$ cat src/rtl/seven_seg_scanner_if.sv
// -----------------------------------------------------------------------------
// seven_seg_scanner_if
// Groups the display-register side and the pin side of the seven-segment
// scanner into one bundle.
//
//   i_value      [4*N_DIGITS] hex nibbles, digit k = bits [4k+3:4k], digit 0 rightmost
//   i_dot        [N_DIGITS]   decimal point per digit, 1 = lit
//   i_load                    request capture of i_value/i_dot at next frame boundary
//   i_blank_lz                leading-zero blanking enable
//   i_bright     [3]          duty level 0..7
//   i_blink_en                blink enable
//   o_hex_out    [8]          active-low segments, bit0 = a .. bit6 = g, bit7 = DP
//   o_seg_select [N_DIGITS]   active-low digit enables, bit k = digit k
//   o_frame_done              one-cycle pulse per completed frame
//
// master: the side that owns the display register (drives i_*, observes o_*).
// slave : the scanner itself.
// -----------------------------------------------------------------------------
interface seven_seg_scanner_if #(
  parameter int N_DIGITS = 4
) ();

  logic [4*N_DIGITS-1:0] i_value;
  logic [N_DIGITS-1:0]   i_dot;
  logic                  i_load;
  logic                  i_blank_lz;
  logic [2:0]            i_bright;
  logic                  i_blink_en;
  logic [7:0]            o_hex_out;
  logic [N_DIGITS-1:0]   o_seg_select;
  logic                  o_frame_done;

  modport master (
    output i_value,
    output i_dot,
    output i_load,
    output i_blank_lz,
    output i_bright,
    output i_blink_en,
    input  o_hex_out,
    input  o_seg_select,
    input  o_frame_done
  );

  modport slave (
    input  i_value,
    input  i_dot,
    input  i_load,
    input  i_blank_lz,
    input  i_bright,
    input  i_blink_en,
    output o_hex_out,
    output o_seg_select,
    output o_frame_done
  );

endinterface

$ cat src/rtl/seven_seg_scanner.sv
// -----------------------------------------------------------------------------
// seven_seg_scanner
// Time-multiplexes N_DIGITS hex digits onto one shared active-low segment bus.
// Features: per-digit decimal points, frame-synchronous value loading,
// leading-zero blanking, 8-level PWM brightness and whole-display blink.
//
// Parameters
//   N_DIGITS     number of digits, 1..8
//   DIV_MAX      clock cycles per digit slot minus 1 (>= 7)
//   DIV_WIDTH    prescaler width, DIV_MAX must fit
//   BLINK_FRAMES scan frames per blink half-period (>= 1)
//
// Ports
//   i_clk   system clock, rising edge
//   i_rst   asynchronous active-high reset
//   io_bus  seven_seg_scanner_if.slave (display inputs, segment/digit outputs)
//
// Pipeline: the prescaler/index/shadow state is decoded combinationally and
// registered into the outputs, so the pins lag the scan state by one cycle.
// The frame-done pulse is delayed by the same amount so it lines up with the
// first cycle in which digit 0 of the new frame is on the pins.
// -----------------------------------------------------------------------------
module seven_seg_scanner #(
  parameter int N_DIGITS     = 4,
  parameter int DIV_MAX      = 99999,
  parameter int DIV_WIDTH    = 17,
  parameter int BLINK_FRAMES = 64
) (
  input  logic                 i_clk,
  input  logic                 i_rst,
  seven_seg_scanner_if.slave   io_bus
);

  localparam int IDX_W = (N_DIGITS > 1) ? $clog2(N_DIGITS) : 1;
  localparam int FRM_W = (BLINK_FRAMES > 1) ? $clog2(BLINK_FRAMES) : 1;
  localparam int SLICE = (DIV_MAX + 1) >> 3;
  // Wide enough for SLICE * 8 even when DIV_MAX+1 fills DIV_WIDTH.
  localparam int THR_W = DIV_WIDTH + 4;

  localparam logic [DIV_WIDTH-1:0] DIV_LAST = DIV_WIDTH'(DIV_MAX);
  localparam logic [IDX_W-1:0]     IDX_LAST = IDX_W'(N_DIGITS - 1);
  localparam logic [FRM_W-1:0]     FRM_LAST = FRM_W'(BLINK_FRAMES - 1);
  localparam logic [THR_W-1:0]     SLICE_T  = THR_W'(SLICE);

  // Active-low hex decode, bit7 (DP) left dark.
  function automatic logic [7:0] hex_to_seg(input logic [3:0] nib);
    logic [7:0] seg;
    case (nib)
      4'h0:    seg = 8'hC0;
      4'h1:    seg = 8'hF9;
      4'h2:    seg = 8'hA4;
      4'h3:    seg = 8'hB0;
      4'h4:    seg = 8'h99;
      4'h5:    seg = 8'h92;
      4'h6:    seg = 8'h82;
      4'h7:    seg = 8'hF8;
      4'h8:    seg = 8'h80;
      4'h9:    seg = 8'h90;
      4'hA:    seg = 8'h88;
      4'hB:    seg = 8'h83;
      4'hC:    seg = 8'hC6;
      4'hD:    seg = 8'hA1;
      4'hE:    seg = 8'h86;
      4'hF:    seg = 8'h8E;
      default: seg = 8'hFF;
    endcase
    return seg;
  endfunction

  // Scan state
  logic [DIV_WIDTH-1:0]  r_presc;
  logic [IDX_W-1:0]      r_idx;
  logic [FRM_W-1:0]      r_frm;
  logic                  r_phase;
  logic                  r_pending;
  logic [4*N_DIGITS-1:0] r_value;
  logic [N_DIGITS-1:0]   r_dots;

  // Output registers
  logic [7:0]            r_hex;
  logic [N_DIGITS-1:0]   r_sel;
  logic                  r_bnd_d;
  logic                  r_frame_done;

  // Decode nets
  logic                  w_tick;
  logic                  w_boundary;
  logic [N_DIGITS-1:0]   w_onehot;
  logic [3:0]            w_nibble;
  logic                  w_dot;
  logic [N_DIGITS:0]     w_chain;
  logic [THR_W-1:0]      w_thresh;
  logic                  w_bright_ok;
  logic                  w_en;
  logic [N_DIGITS-1:0]   w_lit;
  logic [N_DIGITS-1:0]   w_sel;
  logic [7:0]            w_hex;

  assign w_tick     = (r_presc == DIV_LAST);
  assign w_boundary = w_tick && (r_idx == IDX_LAST);

  // Select the nibble and dot of the digit currently being scanned.
  always_comb begin
    w_onehot = '0;
    w_nibble = 4'h0;
    w_dot    = 1'b0;
    for (int k = 0; k < N_DIGITS; k++) begin
      w_onehot[k] = (r_idx == IDX_W'(k));
      w_nibble    = w_nibble | (w_onehot[k] ? r_value[4*k +: 4] : 4'h0);
      w_dot       = w_dot | (w_onehot[k] & r_dots[k]);
    end
  end

  // Leading-zero blanking: a digit is blanked only if every digit above it is
  // blanked too, so the chain is seeded with 1 above the top digit and walks
  // downwards. Digit 0 is forced visible.
  always_comb begin
    w_chain           = '0;
    w_chain[N_DIGITS] = 1'b1;
    for (int k = N_DIGITS - 1; k >= 0; k--) begin
      w_chain[k] = (k != 0) && io_bus.i_blank_lz && (r_value[4*k +: 4] == 4'h0)
                   && !r_dots[k] && w_chain[k+1];
    end
  end

  // Brightness window, blink gating and segment pattern for the current slot.
  always_comb begin
    w_thresh    = SLICE_T * (THR_W'(io_bus.i_bright) + THR_W'(1));
    w_bright_ok = (THR_W'(r_presc) < w_thresh);
    w_en        = w_bright_ok && !(io_bus.i_blink_en && r_phase);
    w_lit       = w_onehot & ~w_chain[N_DIGITS-1:0] & {N_DIGITS{w_en}};
    w_sel       = ~w_lit;
    w_hex       = hex_to_seg(w_nibble) & ~{w_dot, 7'h00};
  end

  // Prescaler, digit index, blink frame counter and frame-synchronous load.
  always_ff @(posedge i_clk or posedge i_rst) begin
    if (i_rst) begin
      r_presc   <= '0;
      r_idx     <= '0;
      r_frm     <= '0;
      r_phase   <= 1'b0;
      r_pending <= 1'b0;
      r_value   <= '0;
      r_dots    <= '0;
    end else begin
      if (w_tick) begin
        r_presc <= '0;
        if (r_idx == IDX_LAST) begin
          r_idx <= '0;
        end else begin
          r_idx <= r_idx + IDX_W'(1);
        end
      end else begin
        r_presc <= r_presc + DIV_WIDTH'(1);
      end

      // The blink counter runs whether or not blink is enabled so that
      // enabling it never restarts the blink rhythm.
      if (w_boundary) begin
        if (r_frm == FRM_LAST) begin
          r_frm   <= '0;
          r_phase <= ~r_phase;
        end else begin
          r_frm <= r_frm + FRM_W'(1);
        end
      end

      // A LOAD in the boundary cycle itself counts; any number of earlier
      // LOADs collapse into one capture of the boundary-cycle inputs.
      if (w_boundary && (r_pending || io_bus.i_load)) begin
        r_value   <= io_bus.i_value;
        r_dots    <= io_bus.i_dot;
        r_pending <= 1'b0;
      end else if (io_bus.i_load) begin
        r_pending <= 1'b1;
      end
    end
  end

  // Output registers; reset drives the pins dark without waiting for a clock.
  always_ff @(posedge i_clk or posedge i_rst) begin
    if (i_rst) begin
      r_hex        <= 8'hFF;
      r_sel        <= '1;
      r_bnd_d      <= 1'b0;
      r_frame_done <= 1'b0;
    end else begin
      r_hex        <= w_hex;
      r_sel        <= w_sel;
      r_bnd_d      <= w_boundary;
      r_frame_done <= r_bnd_d;
    end
  end

  assign io_bus.o_hex_out    = r_hex;
  assign io_bus.o_seg_select = r_sel;
  assign io_bus.o_frame_done = r_frame_done;

endmodule

$ cat src/flat_wrapper.sv
// flat-port wrapper written by rule: the top's interface ports become plain ports
module seven_seg_scanner_flat 
#(
  parameter int N_DIGITS     = 4,
  parameter int DIV_MAX      = 99999,
  parameter int DIV_WIDTH    = 17,
  parameter int BLINK_FRAMES = 64
)
  (i_clk, i_rst, io_bus_i_value, io_bus_i_dot, io_bus_i_load, io_bus_i_blank_lz, io_bus_i_bright, io_bus_i_blink_en, io_bus_o_hex_out, io_bus_o_seg_select, io_bus_o_frame_done);
  seven_seg_scanner_if #(.N_DIGITS(N_DIGITS)) io_bus_i ();
  input  logic i_clk;
  input  logic i_rst;
  input wire logic [$bits(io_bus_i.i_value)-1:0] io_bus_i_value;
  input wire logic [$bits(io_bus_i.i_dot)-1:0] io_bus_i_dot;
  input wire logic [$bits(io_bus_i.i_load)-1:0] io_bus_i_load;
  input wire logic [$bits(io_bus_i.i_blank_lz)-1:0] io_bus_i_blank_lz;
  input wire logic [$bits(io_bus_i.i_bright)-1:0] io_bus_i_bright;
  input wire logic [$bits(io_bus_i.i_blink_en)-1:0] io_bus_i_blink_en;
  output wire logic [$bits(io_bus_i.o_hex_out)-1:0] io_bus_o_hex_out;
  output wire logic [$bits(io_bus_i.o_seg_select)-1:0] io_bus_o_seg_select;
  output wire logic [$bits(io_bus_i.o_frame_done)-1:0] io_bus_o_frame_done;
  assign io_bus_i.i_value = io_bus_i_value;
  assign io_bus_i.i_dot = io_bus_i_dot;
  assign io_bus_i.i_load = io_bus_i_load;
  assign io_bus_i.i_blank_lz = io_bus_i_blank_lz;
  assign io_bus_i.i_bright = io_bus_i_bright;
  assign io_bus_i.i_blink_en = io_bus_i_blink_en;
  assign io_bus_o_hex_out = io_bus_i.o_hex_out;
  assign io_bus_o_seg_select = io_bus_i.o_seg_select;
  assign io_bus_o_frame_done = io_bus_i.o_frame_done;
  seven_seg_scanner #(.N_DIGITS(N_DIGITS), .DIV_MAX(DIV_MAX), .DIV_WIDTH(DIV_WIDTH), .BLINK_FRAMES(BLINK_FRAMES)) u_core (.i_clk(i_clk), .i_rst(i_rst), .io_bus(io_bus_i));
endmodule
$ cat config.mk
export PLATFORM = sky130hd
export DESIGN_NAME = seven_seg_scanner_flat
export DESIGN_NICKNAME = d
export VERILOG_FILES = /design/src/rtl/seven_seg_scanner_if.sv /design/src/rtl/seven_seg_scanner.sv /design/src/flat_wrapper.sv
export SDC_FILE = /design/constraint.sdc
export NUM_CORES = 1
export LEC_CHECK = 0
export ABC_CLOCK_PERIOD_IN_PS = 4860
export BUFFER_PORTS_ARGS = -buffer_cell sky130_fd_sc_hd__buf_4
export CAP_MARGIN = 10
export CORE_ASPECT_RATIO = 2
export CORE_MARGIN = 2
export CORE_UTILIZATION = 61
export CTS_BUF_LIST = sky130_fd_sc_hd__clkbuf_8 sky130_fd_sc_hd__clkbuf_16
export DETAILED_ROUTE_END_ITERATION = 12
export GPL_TIMING_DRIVEN = 0
export PLACE_DENSITY = 0.83
export SLEW_MARGIN = 5
export SYNTH_ARGS = -nofsm -noshare
export SYNTH_HDL_FRONTEND = slang
export SYNTH_SLANG_ARGS = --single-unit
$ cat constraint.sdc
create_clock -name i_clk -period 4.86 [get_ports i_clk]
set_input_delay 0.243 -clock i_clk [delete_from_list [all_inputs] [get_ports i_clk]]
set_output_delay 0.243 -clock i_clk [all_outputs]
set_load 0.05 [all_outputs]
==> results.tsv, run 1 <==
stage	metric	value	unit
grt	grt_usage	0.2790	
grt	use_met2	0.5483	
die	core.rowCount	39	
worst_hold_path	hold_class	input pin to flip-flop	
setup_path	worst_path_dominant_cell_family	adder cells	
detailed_routing	firstDrtPassIters	4	
setup_path	worstSetupEndpointType	flip-flop	
die	core	5709	um2
die	die_h	113.1	um
grt	grt_start_max_net_pins	36	
finish	fin_nets	451	
yosys	synth_area_leader_cell	dfrtp_1	
detailed_routing	drtIter0Drc	94	
grt	grt-ovfl-total	0	
finish	fin_util	0.7576	
detailed_routing	wl	8364	um
timing	finClkSkew	5.203	ps
setup_path	r2r-end	u_core.r_dots[0]	
detailed_routing	wire_per_inst	18.59	um
yosys	synth_edf_count	0	
grt	grt_pass1_vias	2958	
yosys	synth_fp_nets	398	
pwr	ir_drop	0.0005647	V
setup_path	path_depth	16	
grt	grt_pass1_wl	13540	um
yosys	synth_area	3630	um2
pwr	p_per_area	290.5	nW/um2
timing	worst_pin_slew	1068	ps
finish	antenna_cells	0	
timing	finalSetupViolCount	0	
setup_path	max_stage_delay	490	ps
setup_path	reg2reg_slack	2500	ps
setup_path	rr_startpoint	u_core.r_presc[0]	
yosys	ys_seq_elements	61	
clock_tree	cts_resized	0	
timing	timing.fmax	0.2479	GHz
grt	met1_usage	0.2399	
clock_tree	insertion_delay	330	ps
yosys	synthArstFlopShare	1.000	
clock_tree	cts_sinks	61	
die	initial_core_util	0.6358	
clock_tree	cts-buffers-inserted	9	
flow_run	cap_violations	0	
timing	hold_ws	144.7	ps
timing	drv_slew	0	
timing	hold_violations	0	
setup_path	crit_fanout	8	
timing	grt_setup_unrepaired	false	
grt	gr-max-usage-layer	met2	
setup_path	setup.worst_path.start_class	input pin	
grt	met3_usage	0.05600	
yosys	synth.distinct_cells	54	
detailed_routing	drcViolationCount	0	
status	status	finished, final reports clean	
clock_tree	cts_buffer_depth	2	
setup_path	worstSetupEndpoint	u_core.io_bus.o_seg_select[1]	
setup_path	reg2reg_depth	7	
pwr	leakage	2.110	nW
setup_path	crit_top_cell	ha_1	
yosys	yosysSeqAreaShare	0.4247	
setup_path	cpMaxStageDelayCell	or4bb_1	
setup_path	crit_chain	buf_4 -> ha_1 -> clkbuf_1 -> xor2_1 -> ha_1 -> ha_1 -> ha_1 -> nor4b_1 -> nor2b_1 -> a311oi_1 -> ha_1 -> nand2_1 -> or4bb_1 -> a2111oi_0 -> a211oi_1 -> o211ai_1	
clock_tree	htree_levels	3	
die	die_w	58.55	um
yosys	avgSynthCellArea	10.97	um2
clock_tree	postCtsSetupBuffers	0	
yosys	netlist_top_cells_area	dfrtp_1, ha_1, dfstp_2, mux2_2, xnor2_1	
setup_path	required	5100	ps
clock_tree	cts_tree	yes	
yosys	netlist_top_cells_count	dfrtp_1, ha_1, nor2_1	
yosys	synth_most_common_cell	dfrtp_1	
setup_path	path_class	input pin to flip-flop	
detailed_routing	vias	2766	
place	io_buffers	40	
timing	fin_crit_sh	0.8300	
timing	fin_tns_setup	0	ps
detailed_routing	antenna_left	0	
grt	antenna_found_initial	0	
place	dp_hpwl	6421	um
place	gp_congestion	0.8585	
die	pin_count	41	
timing	relSlewSlack	0.2812	
setup_path	timing.critical_path.buf_inv	2	
die	die_area	6621	um2
yosys	synth_top_area_frac	0.3378	
yosys	syn_inst	331	
detailed_routing	vias_per_cell	6.147	
finish	layout-drive-gt1-share	0.2674	
finish	area_growth	19.17	%
timing	fin_crit	4034	ps
yosys	ys_warn_count	0	
clock_tree	clk_pin_slew	50	ps
setup_path	startpoint	io_bus_i_bright[0]	
clock_tree	hold_buffers	1	
yosys	synthFlopType	dfrtp_1	
clock_tree	cts_root_buf	clkbuf_16	
setup_path	arrival	4270	ps
-- final cells by class --
cell class                      count  area (um2)
Timing Repair Buffer               42       330.3
Tap cell                           61       76.32
Sequential cell                    61        1541
Clock buffer                       10       239.0
Multi-Input combinational cell    247        1977
Buffer                              6       47.55
Clock inverter                      6       50.05
Fill cell                         401        1384
Inverter                           17       63.81
-- worst reg2reg max path, stage by stage, from the launching register on --
cell,delay (ps)
dfrtp_1,390
ha_1,230
and4_2,290
nand2_1,120
nor3_4,370
nor3b_2,260
buf_4,230
mux2_2,360
-- where the power goes --
group	switching [mW]	internal, mW
Combinational	0.0736	0.0597
Sequential	0.0000171	0.509
Clock	0.212	0.401
Total	0.286	0.970
-- flip-flops by register name, summed over array words and instances (netlist names) --
register                    cells
u_core.io_bus.o_frame_done      1
u_core.r_phase                  1
u_core.r_frm                    6
u_core.r_value                 16
u_core.r_dots                   4
u_core.r_presc                 17
u_core.r_pending                1
u_core.io_bus.o_hex_out         8
u_core.io_bus.o_seg_select      4
u_core.r_bnd_d                  1
u_core.r_idx                    2
-- cells by family (layout without fill, tap and decap cells) --
| logic type | after synthesis | after routing | synth area share |
|---|---|---|---|
| AND/OR/NAND/NOR | 99 | 99 | 0.1493 |
| XOR/XNOR | 30 | 30 | 0.07239 |
| adder cells (fa/ha/maj) | 39 | 39 | 0.1344 |
| flip-flops | 61 | 61 | 0.4247 |
| buffers and inverters | 23 | 81 | 0.03068 |
| AO/OA/AOI/OAI | 52 | 52 | 0.1034 |
| multiplexers | 27 | 27 | 0.08514 |
-- layout by cell type (no fill, tap or decap), types with 2 or more instances in the layout --
master,Yosys,final
a211oi_1,2,2
a21o_1,4,4
a21oi_1,10,10
a22oi_1,8,8
a31oi_1,2,2
and2_1,2,2
and3_1,2,2
buf_4,2,42
clkbuf_1,2,2
clkbuf_16,0,9
clkbuf_8,1,2
dfrtp_1,49,49
dfstp_2,12,12
ha_1,39,39
inv_1,17,20
mux2_2,21,21
mux2i_1,5,5
nand2_1,22,22
nand3_1,19,19
nand3b_1,3,3
nand4_1,4,4
nor2_1,23,23
nor2b_1,3,3
nor3_1,3,3
nor3_4,2,2
nor3b_1,2,2
nor4_1,4,4
o211ai_1,2,2
o21a_1,3,3
o21ai_0,6,6
o22ai_1,4,4
o31ai_1,2,2
xnor2_1,20,20
xor2_1,10,10
-- metrics by stage --
step           cell area, um2  setup WS (ps)  instances  total power, mW
5_1_grt                  4325          478.2        450            1.302
3_3_place_gp             4006          635.6        432           0.6429
4_1_cts                  4325          884.2        450            1.259
2_1_floorplan            3630           1268        331           0.6037
3_5_place_dp             4026          562.1        433           0.6496
6_report                 4325          826.3        450            1.256
-- routing by layer --
metal | routed length [um] | share of wire
met1 | 2675 | 0.32
met2 | 4994 | 0.60
met3 | 299 | 0.036
met4 | 395 | 0.047
met5 | 0 | 0
-- worst min-delay path by stage --
| stage | depth (start not counted) | start | endpoint |
|---|---|---|---|
| finish | 2 | io_bus_i_value[2] | u_core.r_value[2] |
| floorplan | 0 | u_core.r_bnd_d | u_core.io_bus.o_frame_done |
| global placement | 0 | u_core.r_bnd_d | u_core.io_bus.o_frame_done |
| global route | 2 | io_bus_i_value[8] | u_core.r_value[8] |
| detailed placement | 2 | i_rst | u_core.r_dots[0] |
| CTS | 2 | io_bus_i_value[8] | u_core.r_value[8] |
(Power assumes the default switching activity.)
==> run 2: changes to the inputs <==
--- a/config.mk
+++ b/config.mk
@@ -5,16 +5,16 @@
 export SDC_FILE = /design/constraint.sdc
 export NUM_CORES = 1
 export LEC_CHECK = 0
-export ABC_CLOCK_PERIOD_IN_PS = 4860
+export ABC_CLOCK_PERIOD_IN_PS = 3370
 export BUFFER_PORTS_ARGS = -buffer_cell sky130_fd_sc_hd__buf_4
 export CAP_MARGIN = 10
 export CORE_ASPECT_RATIO = 2
 export CORE_MARGIN = 2
-export CORE_UTILIZATION = 61
+export CORE_UTILIZATION = 53
 export CTS_BUF_LIST = sky130_fd_sc_hd__clkbuf_8 sky130_fd_sc_hd__clkbuf_16
 export DETAILED_ROUTE_END_ITERATION = 12
 export GPL_TIMING_DRIVEN = 0
-export PLACE_DENSITY = 0.83
+export PLACE_DENSITY = 0.76
 export SLEW_MARGIN = 5
 export SYNTH_ARGS = -nofsm -noshare
 export SYNTH_HDL_FRONTEND = slang
==> constraint.sdc (replaced) <==
create_clock -name i_clk -period 3.37 [get_ports i_clk]
set_input_delay 0.1685 -clock i_clk [delete_from_list [all_inputs] [get_ports i_clk]]
set_output_delay 0.1685 -clock i_clk [all_outputs]
set_load 0.05 [all_outputs]
==> results.tsv, run 2 (synthesized netlist as in run 1, its figures left out) <==
stage	metric	value	unit	change
status	status	complete, but fails checks		
status	violations	setup timing		
grt	grt_pass1_vias	3005		+1.6%
setup_path	required	3620	ps	-1480 ps
die	die_h	121.0	um	+7.0%
detailed_routing	antenna_left	0		unchanged
grt	grt-ovfl-total	0		unchanged
pwr	ir_drop	0.0002687	V	-52%
pwr	sequentialPowerShare	0.404		about the same
timing	finClkSkew	5.364	ps	+0.1609 ps
detailed_routing	wire_per_inst	18.55	um	-0.18%
detailed_routing	firstDrtPassIters	4		unchanged
clock_tree	clk_pin_slew	50	ps	about the same
grt	antenna_found_initial	0		unchanged
timing	hold_violations	0		unchanged
die	pin_count	41		unchanged
finish	layout_commonest_cell	dfrtp_1		
detailed_routing	vias	2819		+1.9%
timing	relSlewSlack	0.3017		+0.02042
pwr	leakage	2.166	nW	+2.7%
timing	fin_crit_sh	1.000		
timing	setup_ws	-0.3986	ps	-826.7 ps
finish	layout_common_cells	dfrtp_1, buf_4, ha_1, nor2_1, mux2_2		
clock_tree	cts_sinks	61		unchanged
die	core	6621	um2	+16%
die	die_area	7567	um2	+14%
pwr	internal-power	1.372	mW	+41%
place	place_ws	-652.2	ps	-1214 ps
clock_tree	cts_buffer_depth	2		unchanged
pwr	p_sw_frac	0.2447		+0.01717
finish	largest_reg_flops	17		unchanged
setup_path	crit_fanout	8		unchanged
setup_path	cpMaxStageDelayCell	or4bb_4		
worst_hold_path	hold_class	input pin to flip-flop		
setup_path	arrival	3620	ps	-650 ps
timing	finalSetupViolCount	1		+1
clock_tree	cts_root_buf	clkbuf_16		
detailed_routing	drtIter0Drc	187		+99%
setup_path	path_class	input pin to flip-flop		
die	initial_core_util	0.5482		-0.08758
clock_tree	insertion_delay	330	ps	about the same
clock_tree	htree_levels	3		unchanged
timing	fin_tns_setup	-0.3986	ps	-0.3986 ps
die	core.rowCount	42		+7.7%
finish	fin_nets	457		+1.3%
detailed_routing	vias_per_cell	5.836		-5.0%
pwr	p_clk_frac	0.443		-0.045
pwr	p_per_area	394.3	nW/um2	+36%
clock_tree	cts_tree	yes		
pwr	p_comb_frac	0.153		+0.047
finish	antenna_cells	0		unchanged
pwr	switching_power	0.4446	mW	+56%
die	die_w	62.52	um	+6.8%
flow_run	cap_violations	0		unchanged
setup_path	max_stage_delay	560	ps	+70 ps
finish	top_register	u_core.r_presc		
setup_path	setup.worst_path.start_class	input pin		
grt	grt_usage	0.2461		-0.03282
grt	grt_pass1_wl	14250	um	+5.3%
finish	area_growth	26.92	%	
setup_path	crit_top_cell	ha_4		
grt	grt_start_max_net_pins	35		-2.8%
detailed_routing	wl	8961	um	+7.1%
timing	worst_pin_slew	1038	ps	-30.35 ps
timing	fin_crit	3370	ps	
finish	fillers	528		+32%
place	gp_congestion	0.8267		-3.7%
finish	layout-drive-gt1-share	0.3418		+0.07442
timing	drv_slew	0		unchanged
setup_path	crit_chain	buf_12 -> clkinvlp_4 -> ha_4 -> xnor2_4 -> ha_4 -> ha_4 -> nand2_4 -> nor2_1 -> mux2i_2 -> nor2b_4 -> a311oi_2 -> ha_1 -> nand2_2 -> or4bb_4 -> a2111oi_4 -> a211oi_4 -> o211ai_1		
detailed_routing	drcViolationCount	0		unchanged
setup_path	worstSetupEndpointType	flip-flop		
place	dp_hpwl	6424	um	about the same
clock_tree	cts-buffers-inserted	9		unchanged
timing	timing.fmax	0.2967	GHz	
place	io_buffers	40		unchanged
[run 2: cell types whose count changed in the layout (fill, tap and decap cells not counted), moves of 2 or more]
| cell | delta |
|---|---|
| buf_4 | +6 |
| ha_1 | -6 |
| ha_4 | +5 |
| inv_1 | -2 |
| nand2_1 | -2 |
| nor2b_1 | -2 |
| nor2b_4 | +2 |
| o21ai_0 | -2 |
| o21ai_1 | +2 |
[run 2: worst max-delay path, delay by kind of cell]
family / cells / cell delay, ps
fa+ha+maj: 4 / 1140
simple gates: 5 / 960
compound gates: 4 / 710
mux: 1 / 250
buf+inv: 2 / 230
xor+xnor: 1 / 150
[run 2: layout make-up]
type	instances	area (um2)	share of cell area
clock inverters	6	25.02	0.005432
repair buffers	49	395.4	0.08582
flip-flops and latches	61	1541	0.3346
well taps	88	110.1	0.02390
multi-input cells	247	2185	0.4742
inverters	17	67.56	0.01467
clock buffers	10	239.0	0.05187
plain buffers	5	43.79	0.009506
[run 2: power groups by stage]
stage	clock network [mW]	logic, mW	registers (mW)
2_1_floorplan	0	0.129	0.746
3_3_place_gp	0	0.187	0.746
3_5_place_dp	0	0.195	0.746
4_1_cts	0.803	0.211	0.735
5_1_grt	0.847	0.301	0.734
6_report	0.804	0.278	0.735
[run 2: path summary, 6_finish.rpt]
path,from,slack (ps),end,cells after the start
max,io_bus_i_bright[0],-0.4,u_core.io_bus.o_seg_select[1],17
min,io_bus_i_value[0],70,u_core.r_value[0],2
max reg2reg,u_core.r_presc[0],990,u_core.r_value[5],7
min reg2reg,u_core.r_bnd_d,350,u_core.io_bus.o_frame_done,0
max in group asynchronous,i_rst,2180,u_core.io_bus.o_hex_out[5],4
min in group asynchronous,i_rst,520,u_core.r_frm[3],3
[run 2: metal layers]
layer / part of all wire / GRT usage / up-vias / routed length (um)
met1: 0.32 / 0.2119 / 1407 / 2840
met4: 0.043 / 0.1389 / 0 / 384
met2: 0.61 / 0.5040 / 77 / 5484
li1: - / - / 1309 / -
met3: 0.028 / 0.04453 / 26 / 251
met5: 0 / 0 / - / 0
[run 2: repair_timing]
item / in CTS / in global routing
resized for setup: 10 / 26
buffers inserted: 2 / 5
hold buffers: 1 / 0
pin swaps: 2 / 12
endpoints found under the setup margin: 4 / 4
hold endpoints to repair: 30 / 0
[run 2: per-stage QoR]
stage / std cells / area (um2) / power (mW) / hold slack, ps / utilization
after floorplan: 331 / 3656 / 0.8751 / 312.8 / -
after global placement: 459 / 4066 / 0.9328 / 333.7 / 0.6141
after detailed placement: 460 / 4086 / 0.9406 / 335.3 / 0.6172
after CTS: 478 / 4431 / 1.749 / 71.90 / 0.6691
after global routing: 483 / 4607 / 1.882 / 71.50 / 0.6958
final: 483 / 4607 / 1.817 / 68.41 / 0.6958
